===== src/rtl/phy_pkg.sv =====
// phy_pkg: definitions shared by the PHY transmit and receive blocks.
//   COMMA_BYTE      - alignment byte sent from reset release until first data
//   IDLE_BYTE       - filler byte sent for a lane whose valid is low
//   COMMA_COUNT_DEF - default number of aligned commas needed to lock
//   rx_state_t      - receiver alignment state encoding
//   is_payload()    - true when a received byte carries lane data
package phy_pkg;

    localparam logic [7:0] COMMA_BYTE      = 8'hBC;
    localparam logic [7:0] IDLE_BYTE       = 8'h7C;
    localparam int         COMMA_COUNT_DEF = 4;

    typedef enum logic [1:0] {
        SEARCH = 2'd0,
        ALIGN  = 2'd1,
        ACTIVE = 2'd2
    } rx_state_t;

    function automatic logic is_payload(input logic [7:0] b,
                                        input logic [7:0] comma,
                                        input logic [7:0] idle);
        return (b != comma) && (b != idle);
    endfunction

endpackage


===== src/rtl/phy_rx_s2p_if.sv =====
// phy_rx_s2p_if: bundle between the serial source and the receive front end.
//   serial_in            - serial bit stream, MSB first, one bit per clk_32f
//   out0..out3           - recovered lane bytes
//   valid_out0..3        - per-lane valid
//   active               - link aligned and delivering data
//   frame_strobe         - one-cycle pulse when the lane outputs update
//   state_dbg            - alignment FSM state (SEARCH/ALIGN/ACTIVE)
//
// Valid semantics: valid_outN qualifies outN and is only meaningful together
// with the lane registers it was loaded with; the receiver has no ready and
// cannot be stalled, so a consumer samples the lane bytes in the cycle where
// frame_strobe is high, and both bytes and valids hold until the next strobe.
interface phy_rx_s2p_if;

    logic       serial_in;
    logic [7:0] out0;
    logic [7:0] out1;
    logic [7:0] out2;
    logic [7:0] out3;
    logic       valid_out0;
    logic       valid_out1;
    logic       valid_out2;
    logic       valid_out3;
    logic       active;
    logic       frame_strobe;
    logic [1:0] state_dbg;

    // Serial source side (transmitter or bench).
    modport master (
        output serial_in,
        input  out0, out1, out2, out3,
        input  valid_out0, valid_out1, valid_out2, valid_out3,
        input  active, frame_strobe, state_dbg
    );

    // Receiver side.
    modport slave (
        input  serial_in,
        output out0, out1, out2, out3,
        output valid_out0, valid_out1, valid_out2, valid_out3,
        output active, frame_strobe, state_dbg
    );

endinterface


===== src/rtl/phy_rx_align.sv =====
// phy_rx_align: bit-to-byte alignment for the PHY receiver.
//   clk_32f   in   bit clock
//   rst       in   asynchronous active-low reset
//   serial_in in   serial data, MSB first
//   rx_byte   out  byte completed by the current edge ({sh[6:0], serial_in})
//   byte_stb  out  rx_byte is a byte-aligned data byte (ACTIVE, boundary edge)
//   active    out  alignment locked
//   state     out  FSM state, for observation
// Searches bit-by-bit for a COMMA, then requires COMMA_COUNT consecutive
// byte-aligned COMMAs before locking. Once locked it stays locked until reset.
module phy_rx_align
    import phy_pkg::*;
#(
    parameter logic [7:0] COMMA       = COMMA_BYTE,
    parameter int         COMMA_COUNT = COMMA_COUNT_DEF
) (
    input  logic      clk_32f,
    input  logic      rst,
    input  logic      serial_in,
    output logic [7:0] rx_byte,
    output logic      byte_stb,
    output logic      active,
    output rx_state_t state
);

    localparam logic [3:0] CNT_TARGET = 4'(COMMA_COUNT);

    rx_state_t  state_nxt;
    logic [7:0] sh;
    logic [2:0] bit_cnt;
    logic [2:0] bit_cnt_nxt;
    logic [3:0] comma_cnt;
    logic [3:0] comma_cnt_nxt;
    logic [3:0] comma_inc;

    // The byte as it will look after this edge's shift; all decisions use it
    // so that a byte is acted on at the very edge that samples its last bit.
    assign rx_byte   = {sh[6:0], serial_in};
    assign comma_inc = comma_cnt + 4'd1;
    assign active    = (state == ACTIVE);

    always_ff @(posedge clk_32f or negedge rst) begin
        if (!rst) begin
            state     <= SEARCH;
            sh        <= 8'h00;
            bit_cnt   <= 3'd0;
            comma_cnt <= 4'd0;
        end else begin
            state     <= state_nxt;
            sh        <= rx_byte;
            bit_cnt   <= bit_cnt_nxt;
            comma_cnt <= comma_cnt_nxt;
        end
    end

    always_comb begin
        state_nxt     = state;
        bit_cnt_nxt   = bit_cnt;
        comma_cnt_nxt = comma_cnt;
        byte_stb      = 1'b0;
        case (state)
            SEARCH: begin
                // Any bit position may start a byte; bit_cnt then counts the
                // eight bits of the next byte starting from 0.
                if (rx_byte == COMMA) begin
                    state_nxt     = ALIGN;
                    comma_cnt_nxt = 4'd1;
                    bit_cnt_nxt   = 3'd0;
                end
            end
            ALIGN: begin
                bit_cnt_nxt = bit_cnt + 3'd1;
                if (bit_cnt == 3'd7) begin
                    if (rx_byte == COMMA) begin
                        comma_cnt_nxt = comma_inc;
                        if (comma_inc == CNT_TARGET) begin
                            state_nxt = ACTIVE;
                        end
                    end else begin
                        state_nxt     = SEARCH;
                        comma_cnt_nxt = 4'd0;
                    end
                end
            end
            ACTIVE: begin
                bit_cnt_nxt = bit_cnt + 3'd1;
                byte_stb    = (bit_cnt == 3'd7);
            end
            default: begin
                state_nxt = SEARCH;
            end
        endcase
    end

endmodule


===== src/rtl/phy_rx_s2p.sv =====
// phy_rx_s2p: receive serial-to-parallel front end of the PHY.
//   clk_32f  in   bit clock, one serial bit per rising edge
//   rst      in   asynchronous active-low reset
//   bus      slave side of phy_rx_s2p_if: serial_in in; out0..3,
//            valid_out0..3, active, frame_strobe, state_dbg out
// After alignment, bytes are dealt round-robin to lanes 0..3. Lanes 0..2 are
// buffered; the lane-3 byte goes straight to out3 and all four lanes update
// together with a one-cycle frame_strobe. IDLE and COMMA bytes become 8'h00
// with valid low.
module phy_rx_s2p
    import phy_pkg::*;
#(
    parameter logic [7:0] COMMA       = COMMA_BYTE,
    parameter logic [7:0] IDLE        = IDLE_BYTE,
    parameter int         COMMA_COUNT = COMMA_COUNT_DEF
) (
    input  logic          clk_32f,
    input  logic          rst,
    phy_rx_s2p_if.slave   bus
);

    logic [7:0] rx_byte;
    logic       byte_stb;
    logic       link_active;
    rx_state_t  align_state;

    logic       byte_ok;
    logic [7:0] byte_data;
    logic [1:0] lane_idx;
    logic [7:0] buf0, buf1, buf2;
    logic [2:0] buf_vld;
    logic [7:0] out0_q, out1_q, out2_q, out3_q;
    logic [3:0] valid_q;
    logic       strobe_q;

    phy_rx_align #(
        .COMMA       (COMMA),
        .COMMA_COUNT (COMMA_COUNT)
    ) u_align (
        .clk_32f   (clk_32f),
        .rst       (rst),
        .serial_in (bus.serial_in),
        .rx_byte   (rx_byte),
        .byte_stb  (byte_stb),
        .active    (link_active),
        .state     (align_state)
    );

    assign byte_ok   = is_payload(rx_byte, COMMA, IDLE);
    assign byte_data = byte_ok ? rx_byte : 8'h00;

    // lane_idx is 0 on entry to ACTIVE because byte_stb never fires before
    // lock, so the first byte after the last alignment COMMA lands in lane 0.
    // A COMMA while active is just an invalid byte and does not move lanes.
    always_ff @(posedge clk_32f or negedge rst) begin
        if (!rst) begin
            lane_idx <= 2'd0;
            buf0     <= 8'h00;
            buf1     <= 8'h00;
            buf2     <= 8'h00;
            buf_vld  <= 3'b000;
            out0_q   <= 8'h00;
            out1_q   <= 8'h00;
            out2_q   <= 8'h00;
            out3_q   <= 8'h00;
            valid_q  <= 4'b0000;
            strobe_q <= 1'b0;
        end else begin
            strobe_q <= 1'b0;
            if (byte_stb) begin
                lane_idx <= lane_idx + 2'd1;
                case (lane_idx)
                    2'd0: begin
                        buf0       <= byte_data;
                        buf_vld[0] <= byte_ok;
                    end
                    2'd1: begin
                        buf1       <= byte_data;
                        buf_vld[1] <= byte_ok;
                    end
                    2'd2: begin
                        buf2       <= byte_data;
                        buf_vld[2] <= byte_ok;
                    end
                    default: begin
                        out0_q   <= buf0;
                        out1_q   <= buf1;
                        out2_q   <= buf2;
                        out3_q   <= byte_data;
                        valid_q  <= {byte_ok, buf_vld};
                        strobe_q <= 1'b1;
                    end
                endcase
            end
        end
    end

    assign bus.out0         = out0_q;
    assign bus.out1         = out1_q;
    assign bus.out2         = out2_q;
    assign bus.out3         = out3_q;
    assign bus.valid_out0   = valid_q[0];
    assign bus.valid_out1   = valid_q[1];
    assign bus.valid_out2   = valid_q[2];
    assign bus.valid_out3   = valid_q[3];
    assign bus.active       = link_active;
    assign bus.frame_strobe = strobe_q;
    assign bus.state_dbg    = align_state;

endmodule


===== src/flat_wrapper.sv =====
// flat-port wrapper written by rule: the top's interface ports become plain ports
module phy_rx_s2p_flat import phy_pkg::*;
#(
    parameter logic [7:0] COMMA       = COMMA_BYTE,
    parameter logic [7:0] IDLE        = IDLE_BYTE,
    parameter int         COMMA_COUNT = COMMA_COUNT_DEF
)
  (clk_32f, rst, bus_serial_in, bus_out0, bus_out1, bus_out2, bus_out3, bus_valid_out0, bus_valid_out1, bus_valid_out2, bus_valid_out3, bus_active, bus_frame_strobe, bus_state_dbg);
  phy_rx_s2p_if bus_i ();
  input  logic clk_32f;
  input  logic rst;
  input wire logic [$bits(bus_i.serial_in)-1:0] bus_serial_in;
  output wire logic [$bits(bus_i.out0)-1:0] bus_out0;
  output wire logic [$bits(bus_i.out1)-1:0] bus_out1;
  output wire logic [$bits(bus_i.out2)-1:0] bus_out2;
  output wire logic [$bits(bus_i.out3)-1:0] bus_out3;
  output wire logic [$bits(bus_i.valid_out0)-1:0] bus_valid_out0;
  output wire logic [$bits(bus_i.valid_out1)-1:0] bus_valid_out1;
  output wire logic [$bits(bus_i.valid_out2)-1:0] bus_valid_out2;
  output wire logic [$bits(bus_i.valid_out3)-1:0] bus_valid_out3;
  output wire logic [$bits(bus_i.active)-1:0] bus_active;
  output wire logic [$bits(bus_i.frame_strobe)-1:0] bus_frame_strobe;
  output wire logic [$bits(bus_i.state_dbg)-1:0] bus_state_dbg;
  assign bus_i.serial_in = bus_serial_in;
  assign bus_out0 = bus_i.out0;
  assign bus_out1 = bus_i.out1;
  assign bus_out2 = bus_i.out2;
  assign bus_out3 = bus_i.out3;
  assign bus_valid_out0 = bus_i.valid_out0;
  assign bus_valid_out1 = bus_i.valid_out1;
  assign bus_valid_out2 = bus_i.valid_out2;
  assign bus_valid_out3 = bus_i.valid_out3;
  assign bus_active = bus_i.active;
  assign bus_frame_strobe = bus_i.frame_strobe;
  assign bus_state_dbg = bus_i.state_dbg;
  phy_rx_s2p #(.COMMA(COMMA), .IDLE(IDLE), .COMMA_COUNT(COMMA_COUNT)) u_core (.clk_32f(clk_32f), .rst(rst), .bus(bus_i));
endmodule

===== config.mk =====
export PLATFORM = sky130hd
export DESIGN_NAME = phy_rx_s2p_flat
export DESIGN_NICKNAME = d
export VERILOG_FILES = /design/src/rtl/phy_pkg.sv /design/src/rtl/phy_rx_s2p_if.sv /design/src/rtl/phy_rx_align.sv /design/src/rtl/phy_rx_s2p.sv /design/src/flat_wrapper.sv
export SDC_FILE = /design/constraint.sdc
export NUM_CORES = 1
export LEC_CHECK = 0
export CAP_MARGIN = 20
export CORE_MARGIN = 2
export CORE_UTILIZATION = 52
export CTS_CLUSTER_DIAMETER = 100
export DETAILED_ROUTE_END_ITERATION = 6
export PLACE_DENSITY = 0.75
export REMOVE_ABC_BUFFERS = 1
export SYNTH_ARGS = -nofsm -noshare
export SYNTH_HDL_FRONTEND = slang
export SYNTH_HIERARCHICAL = 1
export SYNTH_SLANG_ARGS = --single-unit

===== constraint.sdc =====
create_clock -name clk_32f -period 2.5 [get_ports clk_32f]
set_input_delay 0.25 -clock clk_32f [delete_from_list [all_inputs] [get_ports clk_32f]]
set_output_delay 0.25 -clock clk_32f [all_outputs]
set_load 0.05 [all_outputs]

## Word level (Yosys, flattened, before mapping)

Cells that the tools add are included.

| operators by class | value |
|---|---|
| multiplexer cells | 15 |
| equality and inequality tests | 12 |
| div/mod/pow operators | 0 |
| reduce and logical (&&, ||, !) cells | 14 |
| order comparisons | 0 |
| bitwise gates (word level) | 2 |
| $add $sub $neg | 3 |
| shift operators | 0 |
| multiply operators | 0 |

Operator list:

| kind | count |
|---|---|
| $mux W4 | 3 |
| $reduce_and A2 Y1 | 5 |
| $eq A8 B8 Y1 const B | 1 |
| $mux W2 | 4 |
| $mux W8 | 1 |
| $ne A8 B7 Y1 const B | 1 |
| $ne A8 B8 Y1 const B | 1 |
| $pmux W4 S2 | 1 |
| $pmux W2 S3 | 1 |
| $pmux W3 S2 | 1 |
| $add A4 B1 Y4 const B | 1 |
| $eq A2 B1 Y1 const B | 2 |
| $eq A2 B2 Y1 const B | 2 |
| $eq A4 B3 Y1 const B | 1 |
| $logic_not A2 Y1 | 2 |
| $ne A2 B2 Y1 const B | 2 |
| $reduce_and A4 Y1 | 1 |
| $reduce_bool A2 Y1 | 2 |
| $add A3 B1 Y3 const B | 1 |
| $eq A3 B3 Y1 const B | 1 |
| $mux W1 | 3 |
| $mux W3 | 1 |
| $ne A3 B3 Y1 const B | 1 |
| $reduce_and A3 Y1 | 1 |
| other kinds (5) | 6 |

| storage, ports and cells | value |
|---|---|
| bits of input ports | 3 |
| RAM bits | 0 |
| memories kept | 0 |
| bits in latches | 0 |
| register bits after elaboration | 82 |
| logic and storage cells | 63 |
| ROM bits | 0 |
| output and inout port bits | 40 |

## Logic depth before layout (Yosys ltp)

| logic depth | value |
|---|---|
| depth in word-level cells | 6 |
| depth in mapped cells | 9 |
| depth with buffers taken out | 7 |

## Cells and area by module

The synthesis kept the hierarchy.

Modules (own cells, without submodules):

| module | area each (µm²) | times used | cells an instance | seq. area each (µm²) |
|---|---|---|---|---|
| phy_rx_s2p | 2,698.8 | 1 | 264 | 1,651.6 |
| phy_rx_align | 875.8 | 1 | 79 | 400.4 |

## Worst setup path after synthesis

Ideal clock, no wire load.

| timing path | value |
|---|---|
| kind | reg2reg |
| start point | register u_core.u_align.state[0] |
| end point | register u_core.out0_q[0] (netlist: u_core/bus.out0[0]) |
| path buffers | 3 |
| path slack | 0.163 ns |
| arrival time | 2.270 ns |
| cell stages (with the launch flop) | 10 |
| setup time | 0.066 ns |
| required time | 2.434 ns |
| path through | dfrtp_1 > inv_1 > ha_1 > and2_1 > buf_2 > nand2_1 > buf_2 > buf_2 > nand2_1 > nand2_1 |

| between the ends | value |
|---|---|
| longest elaborated chain between the ends | 3 |

Ends and longest elaborated chain:

| element | line | source |
|---|---|---|
| start, declared | phy_rx_align.sv:23 | `output rx_state_t state` |
| start signal, assigned | phy_rx_align.sv:49 | `state <= state_nxt;` |
| $eq A2 B2 Y1 | n/a |  |
| via bus_active | flat_wrapper.sv:21 | `output wire logic [$bits(bus_i.active)-1:0] bus_active;` |
| $mux W1 | phy_rx_align.sv:61 | `case (state)` |
| via u_core.byte_stb | phy_rx_s2p.sv:23 | `logic byte_stb;` |
| $reduce_and A2 Y1 (no line) | n/a |  |
| end signal, assigned | phy_rx_s2p.sv:86 | `out0_q <= buf0;` |
| end, declared | phy_rx_s2p.sv:32 | `logic [7:0] out0_q, out1_q, out2_q, out3_q;` |

The timed path passes the listed nets, and every way through them passes these cells.
A chain may end at the register's enable or synchronous reset.

## Final worst setup path

| timing path | value |
|---|---|
| start point | register u_core.u_align.state[0] |
| end point | output port bus_active |

| between the ends | value |
|---|---|
| longest elaborated chain between the ends | 1 |

Ends and longest elaborated chain:

| element | line | source |
|---|---|---|
| $eq A2 B2 Y1 | phy_rx_align.sv:40 | `assign active = (state == ACTIVE);` |
| end, declared | flat_wrapper.sv:21 |  |

No other way between the ends.

==> results.txt <==
- The flow ran to the end, and the final reports show no timing, DRC or antenna violations.
* Warning count from the yosys run: 6
- Cell internal power was estimated by the tool at 2.09 mW.
- In this run, the combinational gates consume under 10% of the power.
- VDD sags by at most roughly 310 µV.
* Iteration-0 DRC count of the detailed router: 126
* Post-CTS resize count: 0
* CTS Buf Count: 9
- Switching Fraction: 20.7%
- Power, Total: 2.64 mW
- Die Span X: 86.9 µm
* Clock-pin slew on the worst setup and hold paths: 0.08 ns
- Dividing total power by cell area gives a power density of 603 nW/µm².
- No sink is reached through more buffers than the 2 on the longest clock path.
- Total die area: 7550 µm²
- The H-tree generated during clock tree synthesis spans 3 levels.
- The worst register-to-register path begins at u_core/u_align/bit_cnt[0]$_DFFE_PN0P_.
- Static timing analysis puts the maximum clock frequency at 461 MHz.
- Entering global routing, the biggest net connects 44 pins.
- Kind of start point of the critical path: flip-flop
* Relative contribution of sequential cells to total power: 51.6%
* P&R area growth vs syn: 22.2%
* EDFF count, synth: 0
- Inserted Diodes: 0
- Worst path buffer plus inverter count: 2
- Cell count after synthesis: 343
- The final layout contains 409 nets.
- On the worst path, the slowest cell contributes a delay of 0.82 ns.
- I/O pin total: 43
* Clk root buf: sky130_fd_sc_hd__clkbuf_8
* Min-delay worst type: input port to async pin
- Synth cell types: 44
- Global route overflow: 0
- Core footprint: 6720 µm²
* Final setup viols: 0
* Cell with the largest stage delay on the worst path: sky130_fd_sc_hd__clkdlybuf4s50_1
* Fraction of final layout cells sized beyond drive strength 1: 14.3%
- Average cell area after synthesis: 10.4 µm²
- The clock reaches the later pin of the worst-skew pair after 0.35 ns.
* HPWL after detailed placement: 4520 µm
- Final min period: about 2.2 ns
- Before CTS, the worst setup slack after placement is 0.489 ns.
* Cell taking the most area after synthesis: sky130_fd_sc_hd__dfrtp_1
- After synthesis the cells add up to 3570 µm².
- Quantity of I/O buffers inserted on ports: 42
- STA classifies the critical path endpoint as an output pin.
- Starting density of the core: a little over half
- The worst pin sits at a relative slew slack of 64.8%.
* R2R setup slack: 0.46 ns
* Final Slew Violations: 0
- Total routed wirelength: 6590 µm
- Worst r2r path cells: 8
- Clock Sink Count: 82
* CP Depth: 3
- Sorting the synthesized cells by area gives the leading types as sky130_fd_sc_hd__dfrtp_1 57%, sky130_fd_sc_hd__nand2_1 14%, sky130_fd_sc_hd__o21ai_2 5.1%.
- Top Family by Delay on Critical Path: buffers and inverters
- Worst Setup Slack, final: 0.329 ns
- In the routed design, unresolved DRC markers number 0.
* Total via count in the routed design: roughly 2,500
- Final Wtd Congestion: between 0.8 and 0.9
* Number of antenna violations at the first check in global routing: 0
* Global-route usage over all layers: 19.3%
* Maximum clock skew at final layout: between 0.01 and 0.015 ns
- In the final routed layout, each cell accounts on average for 13.8 µm.
* CP cell instances: inv_1, ha_1, clkdlybuf4s50_1
- Leakage: 2.07 nW
* First-pass iteration count of the detailed router: 5
- Wire length of the first global-routing pass: 11,300 µm
- Via count of the first global-routing pass: 2,403
- Counting flops with an async set or reset pin after synthesis yields a share of 100%.
- Site Rows: 30
* Kind of critical path: flip-flop to output pin
- Critical path arrival: 1.92 ns
* Destination of the worst register-to-register timing path: u_core/bus.out3[5]$_DFFE_PN0P_
- Setup TNS: 0 ns
- Using the TritonRoute via totals, the vias-per-cell ratio works out to around 5.3.
* Clock share of power: 44.2%
- At the pin with the least slew margin, the transition time is 0.523 ns.
- Maxcap violations: 0
- In this run, synthesis produced a sequential element count of 82.
- Part of the Yosys area used for sequential elements: 57.4%
- The count of final hold-check violations came to 0.
- Fraction of the cycle the final worst path needs: 86.9%
* WP data required: 2.25 ns
- Unrepaired setup endpoints after global routing: no
* Critical path peak fanout: 4
- For this run, the leading register cell type out of synthesis is sky130_fd_sc_hd__dfrtp_1.
* Die height: 86.9 µm
* Count of nets left with antenna violations after detail routing: 0
* Portion of synthesized cell area occupied by the leading cell type: 57.4%
- TritonCTS built the clock tree.
* Reported net switching power: 0.546 mW
## sequential cells by signal, summed over array words and instances, names as in the netlist, 4 cells and up
register                  cells
u_core/u_align/sh             7
u_core/buf2                   8
u_core/bus.out0               8
u_core/bus.out3               8
u_core/bus.out1               8
u_core/buf1                   8
u_core/bus.out2               8
u_core/buf0                   8
u_core/u_align/comma_cnt      4
u_core/valid_q                4
## worst max path at each step
stage                                                from                                    end  slack [ns]
floorplan             u_core/u_align/state[1]$_DFFE_PN0P_         u_core/bus.out3[2]$_DFFE_PN0P_       -0.75
global placement                            bus_serial_in  u_core/u_align/bit_cnt[0]$_DFFE_PN0P_        0.53
detailed placement  u_core/u_align/bit_cnt[0]$_DFFE_PN0P_         u_core/bus.out3[5]$_DFFE_PN0P_        0.49
CTS                   u_core/u_align/state[0]$_DFFE_PN0P_                             bus_active        0.30
global route          u_core/u_align/state[0]$_DFFE_PN0P_                             bus_active        0.23
finish                u_core/u_align/state[0]$_DFFE_PN0P_                             bus_active        0.33
## power groups by stage
stage / sequential [mW] / clock, mW / combinational [mW]
finish: 1.36 / 1.17 / 0.109
floorplan: 1.39 / 0 / 0.0493
global placement: 1.39 / 0 / 0.108
global route: 1.36 / 1.24 / 0.122
CTS: 1.36 / 1.18 / 0.112
detailed placement: 1.39 / 0 / 0.110
## what timing repair did
action | CTS | global route
hold buffers | 1 | 0
endpoints found under the hold margin | 39 | 0
buffers inserted | 0 | 0
endpoints found under the setup margin | 0 | 0
## area by class of cell
cell class | instances | area [µm²]
inverter | 10 | 37.5
tap | 80 | 100
multi-input combinational | 236 | 1400
sequential | 82 | 2050
fill | 531 | 2350
clock inverter | 4 | 98.8
timing repair buffer | 55 | 531
clock buffer | 11 | 151
## cell usage after synthesis, types with 2 or more instances
cell type	number
sky130_fd_sc_hd__mux2_1	7
sky130_fd_sc_hd__inv_1	9
sky130_fd_sc_hd__mux2i_1	2
sky130_fd_sc_hd__clkbuf_1	2
sky130_fd_sc_hd__ha_1	12
sky130_fd_sc_hd__o31ai_1	3
sky130_fd_sc_hd__o21ai_1	9
sky130_fd_sc_hd__nand3_1	13
sky130_fd_sc_hd__nor2_1	2
sky130_fd_sc_hd__buf_6	2
sky130_fd_sc_hd__a21oi_1	2
sky130_fd_sc_hd__nor2b_1	3
sky130_fd_sc_hd__buf_2	10
sky130_fd_sc_hd__a32oi_1	2
sky130_fd_sc_hd__o2bb2ai_1	4
sky130_fd_sc_hd__nand2_1	131
sky130_fd_sc_hd__dfrtp_1	82
sky130_fd_sc_hd__o21ai_2	21
sky130_fd_sc_hd__o41ai_2	2
## routing by layer
metal / vias up / GRT usage, % / share of wire, %
met5: - / 0 / 0
met4: 0 / 6.53 / 1.1
met3: 6 / 5.31 / 4.6
met2: 60 / 30.1 / 48
met1: 1228 / 26.1 / 46
li1: 1247 / - / -
## layout by cell type (no fill, tap or decap), types with 2 or more instances in the layout
cell type,synthesis,routed
sky130_fd_sc_hd__bufinv_16,0,3
sky130_fd_sc_hd__buf_4,1,12
sky130_fd_sc_hd__inv_1,9,9
sky130_fd_sc_hd__a21oi_1,2,2
sky130_fd_sc_hd__clkbuf_8,0,11
sky130_fd_sc_hd__mux2i_1,2,2
sky130_fd_sc_hd__nor2b_1,3,3
sky130_fd_sc_hd__mux2_1,7,7
sky130_fd_sc_hd__o21ai_2,21,21
sky130_fd_sc_hd__nand2_1,131,131
sky130_fd_sc_hd__o31ai_1,3,3
sky130_fd_sc_hd__clkdlybuf4s50_1,0,41
sky130_fd_sc_hd__ha_1,12,12
sky130_fd_sc_hd__o21ai_1,9,9
sky130_fd_sc_hd__o41ai_2,2,2
sky130_fd_sc_hd__nor2_1,2,2
sky130_fd_sc_hd__nand3_1,13,13
sky130_fd_sc_hd__a32oi_1,2,2
sky130_fd_sc_hd__dfrtp_1,82,82
sky130_fd_sc_hd__o2bb2ai_1,4,4
## per-stage QoR
step	cells	area [µm²]	hold WS, ns	utilization [%]
after CTS	478	4370	0.438	65.0
after detailed placement	462	4110	0.267	61.1
after global routing	478	4370	0.456	65.0
final	478	4370	0.418	65.0
after global placement	462	4110	0.255	61.1
after floorplan	328	3490	-0.0456	-
## kinds of logic after synthesis
group,after synthesis,share of synthesized area [%]
simple gates,162,20.2
flops,82,57.4
compound gates,51,11.4
buf+inv,25,3.50
fa+ha+maj,12,4.20
mux,9,2.77
xor+xnor,2,0.490
No activity file was read; power rests on OpenSTA's default activity.
